--- config.mk ---
export PLATFORM = sky130hd
export DESIGN_NAME = apex7_state
export DESIGN_NICKNAME = d
export VERILOG_FILES = /design/src/rtl/apex7_pkg.sv /design/src/rtl/apex7_cat_sel.sv /design/src/rtl/apex7_state.sv
export SDC_FILE = /design/constraint.sdc
export NUM_CORES = 1
export LEC_CHECK = 0
export BUFFER_PORTS_ARGS = -buffer_cell sky130_fd_sc_hd__buf_2
export CELL_PAD_IN_SITES_DETAIL_PLACEMENT = 1
export CELL_PAD_IN_SITES_GLOBAL_PLACEMENT = 2
export CORE_AREA = 5 5 69 65
export CTS_CLUSTER_SIZE = 12
export DETAILED_ROUTE_END_ITERATION = 10
export DIE_AREA = 0 0 74 70
export GPL_TIMING_DRIVEN = 0
export PLACE_DENSITY = 0.89
export SLEW_MARGIN = 20
export SYNTH_ARGS = -nofsm -noshare
export SYNTH_HDL_FRONTEND = slang
export SYNTH_SLANG_ARGS = --single-unit
--- constraint.sdc ---
create_clock -name CLK_pad -period 4.2 [get_ports CLK_pad]
set_input_delay 0.42 -clock CLK_pad [delete_from_list [all_inputs] [get_ports CLK_pad]]
set_output_delay 0.42 -clock CLK_pad [all_outputs]
set_load 0.03 [all_outputs]
--- src/rtl/apex7_pkg.sv ---
// Shared types and sizes for the apex7 frame sequencer.
package apex7_pkg;

  localparam int BULL_W = 7;
  localparam int CAT_N  = 6;
  localparam int IBT_W  = 3;

  // Thermometer-style codes, so the busy decode can look at individual bits.
  typedef enum logic [3:0] {
    ST_IDLE = 4'b0000,
    ST_ARM  = 4'b0001,
    ST_RUN  = 4'b0011,
    ST_HOLD = 4'b0111,
    ST_DONE = 4'b1111
  } star_e;

  function automatic logic is_busy(star_e s);
    return (s == ST_RUN) || (s == ST_HOLD);
  endfunction

endpackage

--- src/rtl/apex7_cat_sel.sv ---
// Category select: IBT values 2..7 pick CAT bit IBT-2; 0..1 select nothing.
module apex7_cat_sel
  import apex7_pkg::*;
(
  input  logic [IBT_W-1:0] ibt,
  input  logic [CAT_N-1:0] cat,
  output logic             cat_hit,
  output logic             idx_valid,
  output logic [CAT_N-1:0] idx_onehot
);

  for (genvar g = 0; g < CAT_N; g++) begin : g_dec
    assign idx_onehot[g] = (ibt == IBT_W'(g + 2));
  end

  // Six one-hot positions cover 2..7 exactly, so any hit means a valid index.
  assign idx_valid = |idx_onehot;
  assign cat_hit   = |(cat & idx_onehot);

endmodule

--- src/rtl/apex7_state.sv ---
// Frame sequencer: arms on FBI, runs until END, captures the selected category.
// Optional running parity on COMPPAR_pad when APEX7_STATE_PARITY_EN is defined.
module apex7_state
  import apex7_pkg::*;
(
  input  logic              CLK_pad,
  input  logic              RST_N_pad,
  input  logic              OWL_N_pad,
  input  logic              WATCH_pad,
  input  logic              FBI_pad,
  input  logic              END_pad,
  input  logic [IBT_W-1:0]  IBT_pad,
  input  logic [CAT_N-1:0]  CAT_pad,
  input  logic              DEL1_pad,
  output logic [BULL_W-1:0] BULL_pad,
  output logic [3:0]        STAR_pad,
  output logic [CAT_N-1:0]  PLUTO_pad,
  output logic              ACCRPY_pad,
  output logic              KBG_N_pad,
  output logic              COMPPAR_pad
);

  star_e             state_q, state_d;
  logic [BULL_W-1:0] bull_q, bull_d;
  logic [CAT_N-1:0]  pluto_q, pluto_d;
  logic              accrpy_q, accrpy_d;
  logic              kbg_n_q, kbg_n_d;
  logic              comppar_q, comppar_d;

  logic              cat_hit;
  logic              idx_valid;
  logic [CAT_N-1:0]  idx_onehot;
  logic              par_tgl;

  apex7_cat_sel u_cat_sel (
    .ibt        (IBT_pad),
    .cat        (CAT_pad),
    .cat_hit    (cat_hit),
    .idx_valid  (idx_valid),
    .idx_onehot (idx_onehot)
  );

`ifdef APEX7_STATE_PARITY_EN
  assign par_tgl = FBI_pad & DEL1_pad;
`else
  logic unused_del1;
  assign unused_del1 = DEL1_pad;
  assign par_tgl     = 1'b0;
`endif

  always_comb begin
    state_d   = state_q;
    bull_d    = bull_q;
    pluto_d   = pluto_q;
    accrpy_d  = 1'b0;
    comppar_d = comppar_q ^ par_tgl;
    if (!OWL_N_pad) begin
      state_d   = ST_IDLE;
      bull_d    = '0;
      pluto_d   = '0;
      comppar_d = 1'b0;
    end else begin
      unique case (state_q)
        ST_IDLE: if (FBI_pad) begin
          state_d = ST_ARM;
          bull_d  = '0;
        end
        ST_ARM: begin
          if (!FBI_pad)     state_d = ST_IDLE;
          else if (cat_hit) state_d = ST_RUN;
        end
        ST_RUN: begin
          // END still lets a same-cycle WATCH count before leaving RUN.
          if (WATCH_pad) bull_d  = bull_q + BULL_W'(1);
          if (END_pad)   state_d = ST_HOLD;
        end
        ST_HOLD: begin
          state_d  = ST_DONE;
          pluto_d  = idx_valid ? idx_onehot : '0;
          accrpy_d = 1'b1;
        end
        ST_DONE: if (!FBI_pad) state_d = ST_IDLE;
        default: state_d = ST_IDLE;
      endcase
    end
    // Registered from next state so KBG_N lines up with STAR on the same edge.
    kbg_n_d = ~is_busy(state_d);
  end

  always_ff @(posedge CLK_pad or negedge RST_N_pad) begin
    if (!RST_N_pad) begin
      state_q   <= ST_IDLE;
      bull_q    <= '0;
      pluto_q   <= '0;
      accrpy_q  <= 1'b0;
      kbg_n_q   <= 1'b1;
      comppar_q <= 1'b0;
    end else begin
      state_q   <= state_d;
      bull_q    <= bull_d;
      pluto_q   <= pluto_d;
      accrpy_q  <= accrpy_d;
      kbg_n_q   <= kbg_n_d;
      comppar_q <= comppar_d;
    end
  end

  assign STAR_pad    = state_q;
  assign BULL_pad    = bull_q;
  assign PLUTO_pad   = pluto_q;
  assign ACCRPY_pad  = accrpy_q;
  assign KBG_N_pad   = kbg_n_q;
  assign COMPPAR_pad = comppar_q;

endmodule

== After elaboration in Yosys (flattened, before gate mapping) ==
Index checks and enable logic that the tools add are counted.

* Register bits: 19
* Input bits: 16
* Word-level logic and storage cells: 45
* Output and inout port bits: 20

* Muxes and demuxes: 16
* Bitwise gates (word level): 2
* Reductions and logical operators: 5
* Eq/ne operators: 16
* $add $sub $neg: 1

{| class="wikitable"
|+ Operators by type and width
! kind !! count
|-
| 4-bit two-way mux || 6
|-
| 7-bit two-way mux || 3
|-
| 4-bit one-hot mux with 5 select lines || 1
|-
| 6-bit two-way mux || 3
|-
| 7-bit one-hot mux with 2 select lines || 1
|-
| 3-bit == test, second input constant || 4
|-
| 6-bit OR reduction || 2
|-
| 4-bit by 2-bit == test with 1-bit output, second input constant || 2
|-
| 4-bit by 3-bit == test with 1-bit output, second input constant || 2
|-
| 7-bit by 1-bit adder with 7-bit output, second input constant || 1
|-
| 6-bit bitwise AND || 1
|-
| 3-bit by 2-bit == test with 1-bit output, second input constant || 2
|-
| 3-bit != test, second input constant || 2
|-
| 4-bit by 1-bit == test with 1-bit output, second input constant || 1
|-
| 4-bit == test, second input constant || 1
|-
| 4-bit logical NOT || 1
|-
| 3-bit by 1-bit != test with 1-bit output, second input constant || 1
|-
| 3-bit AND reduction || 1
|-
| 1-bit two-way mux || 2
|-
| 2-bit by 1-bit != test with 1-bit output, second input constant || 1
|-
| 1-bit logical OR || 1
|-
| 1-bit inverter || 1
|}

== Logic depth before layout (Yosys ltp) ==
* Depth after elaboration: 10
* Mapped depth: 6
* Gate-level depth less buffers: 5

== Modules after synthesis ==
Synthesis repeated with hierarchy kept, for this count alone.

* Cell total of the unflattened synthesis: 115
* Area, all modules: 1064.8 sq um

{| class="wikitable"
|+ By module, submodules not included
! module !! area an instance (sq um) !! sequential area each (sq um) !! cells an instance !! times used
|-
| apex7_state || 938.4 || 476.7 || 95 || 1
|-
| apex7_cat_sel || 126.4 || 0.0 || 20 || 1
|}

== Worst setup path after synthesis ==
Ideal clock, no wire load.

* Path type: register to register
* From: register state_q[1] (netlist: STAR_pad[1])
* To: register bull_q[5] (netlist: BULL_pad[5])
* Slack: 2.421 ns
* Clock period less this slack: 1.779 ns
* Buffers on the path: 2
* Stages on the path, launching flop included: 7
* Library setup time: 0.077 ns
* Data arrival time: 1.702 ns
* Data required time: 4.123 ns
* Cells stage by stage: dfrtp_1 buf_6 nor3b_4 o21ai_2 buf_6 or4_1 a21oi_1

* Cells in the longest elaborated chain, start to end: 3
* Elaborated cells between the ends (all ways): 8
* Those cells by class: eq/ne: 4; mux: 2; reduce/logical: 2

{| class="wikitable"
|+ RTL lines
! what !! line !! source
|-
| start: declaration || apex7_state.sv:23 || <nowiki>star_e state_q, state_d;</nowiki>
|-
| start signal: assignment || apex7_state.sv:99 || <nowiki>state_q <= state_d;</nowiki>
|-
| 4-bit by 2-bit == test with 1-bit output or 4-bit logical NOT (tied branches) || apex7_state.sv:63 || <nowiki>unique case (state_q)</nowiki>
|-
| 3-bit by 1-bit != test with 1-bit output (no source line), or another cell as far along || - ||
|-
| 3-bit AND reduction (no source line) or 7-bit two-way mux (tied branches) || - ||
|-
| end signal: assignment || apex7_state.sv:100 || <nowiki>bull_q <= bull_d;</nowiki>
|-
| end: declaration || apex7_state.sv:24 || <nowiki>logic [BULL_W-1:0] bull_q, bull_d;</nowiki>
|}

Parallel ways exist; a longest one is shown, timed or not.
A chain may end at the register's enable or synchronous reset.

== Worst setup path after layout ==
Ends and elaborated chain as after synthesis.

==> impl_metrics.ini <==
[setup_path]
crit_path_start = STAR_pad[1]
r2r_start = STAR_pad[1]
arrival_ns = 1.91
worstSetupPathType = reg2reg
regToRegSetupSlack_ns = 2.47
path_buf_inv = 2
worstSetupStartpointType = flip-flop
cp.required_ns = 4.38
crit_top_cell = buf_6
endpoint_kind = flip-flop
crit_family = simple AND/OR/NAND/NOR gates
reg2regPathDepth = 6
critPathMaxStageDelay_ns = 0.50
crit_path_cell_trace = buf_6 > nor3b_4 > o21ai_2 > buf_6 > or4_1 > a21oi_1
crit_path_max_fanout = 10
crit_slowest_cell = or4_1
r2r_end = BULL_pad[5]

[power_and_ir_drop]
combPwrFrac_pct = 11.5
ir_drop_uv = 94.7
clkPwrFrac_pct = 36.2
seqPwrFrac_pct = 52.2
totalPowerFinal_uw = 353
p_leak_nw = 0.646
switching_share_pct = 24.4
pwr_density_cell_mw_per_mm2 = 261
p_int_uw = 267
p_sw_uw = 86.3

[timing]
hold_viol = 0
max_freq_mhz = 577
setup_viol = 0
slew_viol_final = 0
rsz0062_at_grt = false
timing.final.ws_setup_ns = 2.47
clock_skew_ns = 0.00580
fin_crit_sh_pct = 41.3
maxSlewHeadroom_pct = 55.1
worst_slew_pin_slew_ns = 0.669
period_minus_slack_ns = 1.73
tns_ns = 0

[clock_network]
cts.sink_count = 19
hold_buffers = 0
htree_levels = 1
post_cts_buffers = 0
cts_max_path_buffers = 2
root_buffer = clkbuf_8
cts_resized = 0
cts_buffers = 3
cts_tree = built
path_clk_slew_ns = 0.07
clk_latency_ns = 0.26

[global_routing]
grt-ovfl-total = 0
grt_antenna_before_repair = 0
grt_first_pass_wirelength_mm = 4.56
grt_max_degree = 20
grt_usage_pct = 11.0
grt_pass1_vias = 1014

[detailed_routing]
vias_per_cell = 5.02
wl_per_cell_um = 14.0
vias = 994
drc_errors = 0
dr.pass1.iters = 4
drt_iter0_drc = 24
totalWireLength_mm = 2.78
antenna_left = 0

[place]
post-place-cells = 194
dp_hpwl_mm = 2.16
pre_cts_ws_ns = 2.28
port-buffer-count = 31
gp_congestion = 0.777

[floorplanning]
io_pins = 36
dieHeight_um = 70
die-area_mm2 = 0.00518
start_util_pct = 30.0
core_mm2 = 0.00365
rows = 21
die_width_um = 74

[final_layout]
fin_cells = 198
num_antenna_cells = 0
finalCoreUtilization_pct = 37.1
syn2layout_area_growth_pct = 23.7
drive_above_1_share_pct = 30.9
nets = 170

[synth]
yosysMostFrequentCell = dfrtp_1
syn_inst = 117
synth_flop_cell = dfrtp_1
yosysWarnings = 0
synth_edf_count = 0
synth_area_mm2 = 0.00109
synth-async-reset-ratio_pct = 100
synth_commonest_cells = dfrtp_1 (18), nand3_1 (15), nand2_1 (13), a21oi_1 (8), nor3_1 (6)
synth_area_leaders = dfrtp_1 (41%), nand3_1 (6.9%), nand2_1 (4.5%)
ys_ff_latch = 19
yosysSeqAreaShare_pct = 43.5
synth_top_area_share_pct = 41.1
synth_nets = 134
yosysTopAreaCell = dfrtp_1
ys_types = 36
avgSynthCellArea_um2 = 9.36

[outcome]
status = completed

[flow_run]
max_cap_viol_count = 0

[worst_hold_path]
min_path_type = in2async
## cells in the final DEF, fill, tap and decap left out, types with 2 or more instances in the layout
| cell type | count |
|---|---|
| dfrtp_1 | 18 |
| nor3_1 | 6 |
| or4_1 | 2 |
| nand4b_1 | 4 |
| o21ai_0 | 4 |
| o22ai_1 | 2 |
| a21oi_1 | 8 |
| and2_1 | 2 |
| buf_4 | 2 |
| mux2i_1 | 3 |
| nand2b_1 | 2 |
| buf_2 | 31 |
| inv_1 | 3 |
| nand2_1 | 13 |
| nor2b_1 | 3 |
| nand3_1 | 15 |
| clkbuf_8 | 5 |
| clkbuf_1 | 2 |
| buf_6 | 3 |
| a21boi_0 | 3 |
| o31ai_1 | 2 |
| nor2_1 | 3 |
## kinds of logic after synthesis
kind of cell             Yosys count  share of synthesized area (%)
flip-flops                        19                           43.5
buffers and inverters             12                           8.69
AO/OA/AOI/OAI                     24                           13.8
AND/OR/NAND/NOR                   57                           29.7
adder cells (fa/ha/maj)            1                           1.14
other                              1                          0.343
multiplexers                       3                           2.74
## metal layers
layer / vias up / GRT usage [%] / routed length [um]
li1: 489 / - / -
met2: 31 / 17.5 / 1240
met1: 470 / 14.8 / 1300
met3: 4 / 2.15 / 209
met5: - / 0 / 0
met4: 0 / 3.62 / 28
## state kept, by name (all words and copies together) (netlist names)
signal / count
KBG_N_pad: 1
PLUTO_pad: 6
BULL_pad: 7
ACCRPY_pad: 1
STAR_pad: 4
## worst max path at each step
stage,to,slack (ns),depth (start not counted)
floorplan,BULL_pad[5],2.42,6
global placement,BULL_pad[1],2.38,5
detailed placement,BULL_pad[4],2.28,5
CTS,BULL_pad[5],2.44,6
global route,BULL_pad[5],2.35,6
finish,BULL_pad[5],2.47,6
## power by group through the flow
stage	registers, mW	clock network, mW	logic, mW
2_1_floorplan	0.190	0	0.0227
6_report	0.184	0.128	0.0407
3_5_place_dp	0.188	0	0.0415
4_1_cts	0.184	0.135	0.0417
3_3_place_gp	0.188	0	0.0406
5_1_grt	0.185	0.140	0.0457
## metrics by stage
stage / hold WS (ns) / area (um^2)
after CTS: 0.115 / 1350
after global placement: 0.385 / 1310
after detailed placement: 0.401 / 1310
after floorplan: 0.124 / 1090
after global routing: 0.136 / 1350
final: 0.0939 / 1350
## area by class of cell
type / instances / area [um^2]
fillers: 461 / 2300
multi-input cells: 86 / 523
flip-flops and latches: 19 / 477
repair buffers: 31 / 155
plain buffers: 9 / 83.8
well taps: 46 / 57.6
clock buffers: 3 / 41.3
inverters: 3 / 11.3
clock inverters: 1 / 5.00
Power figures use the tool's default switching activity.
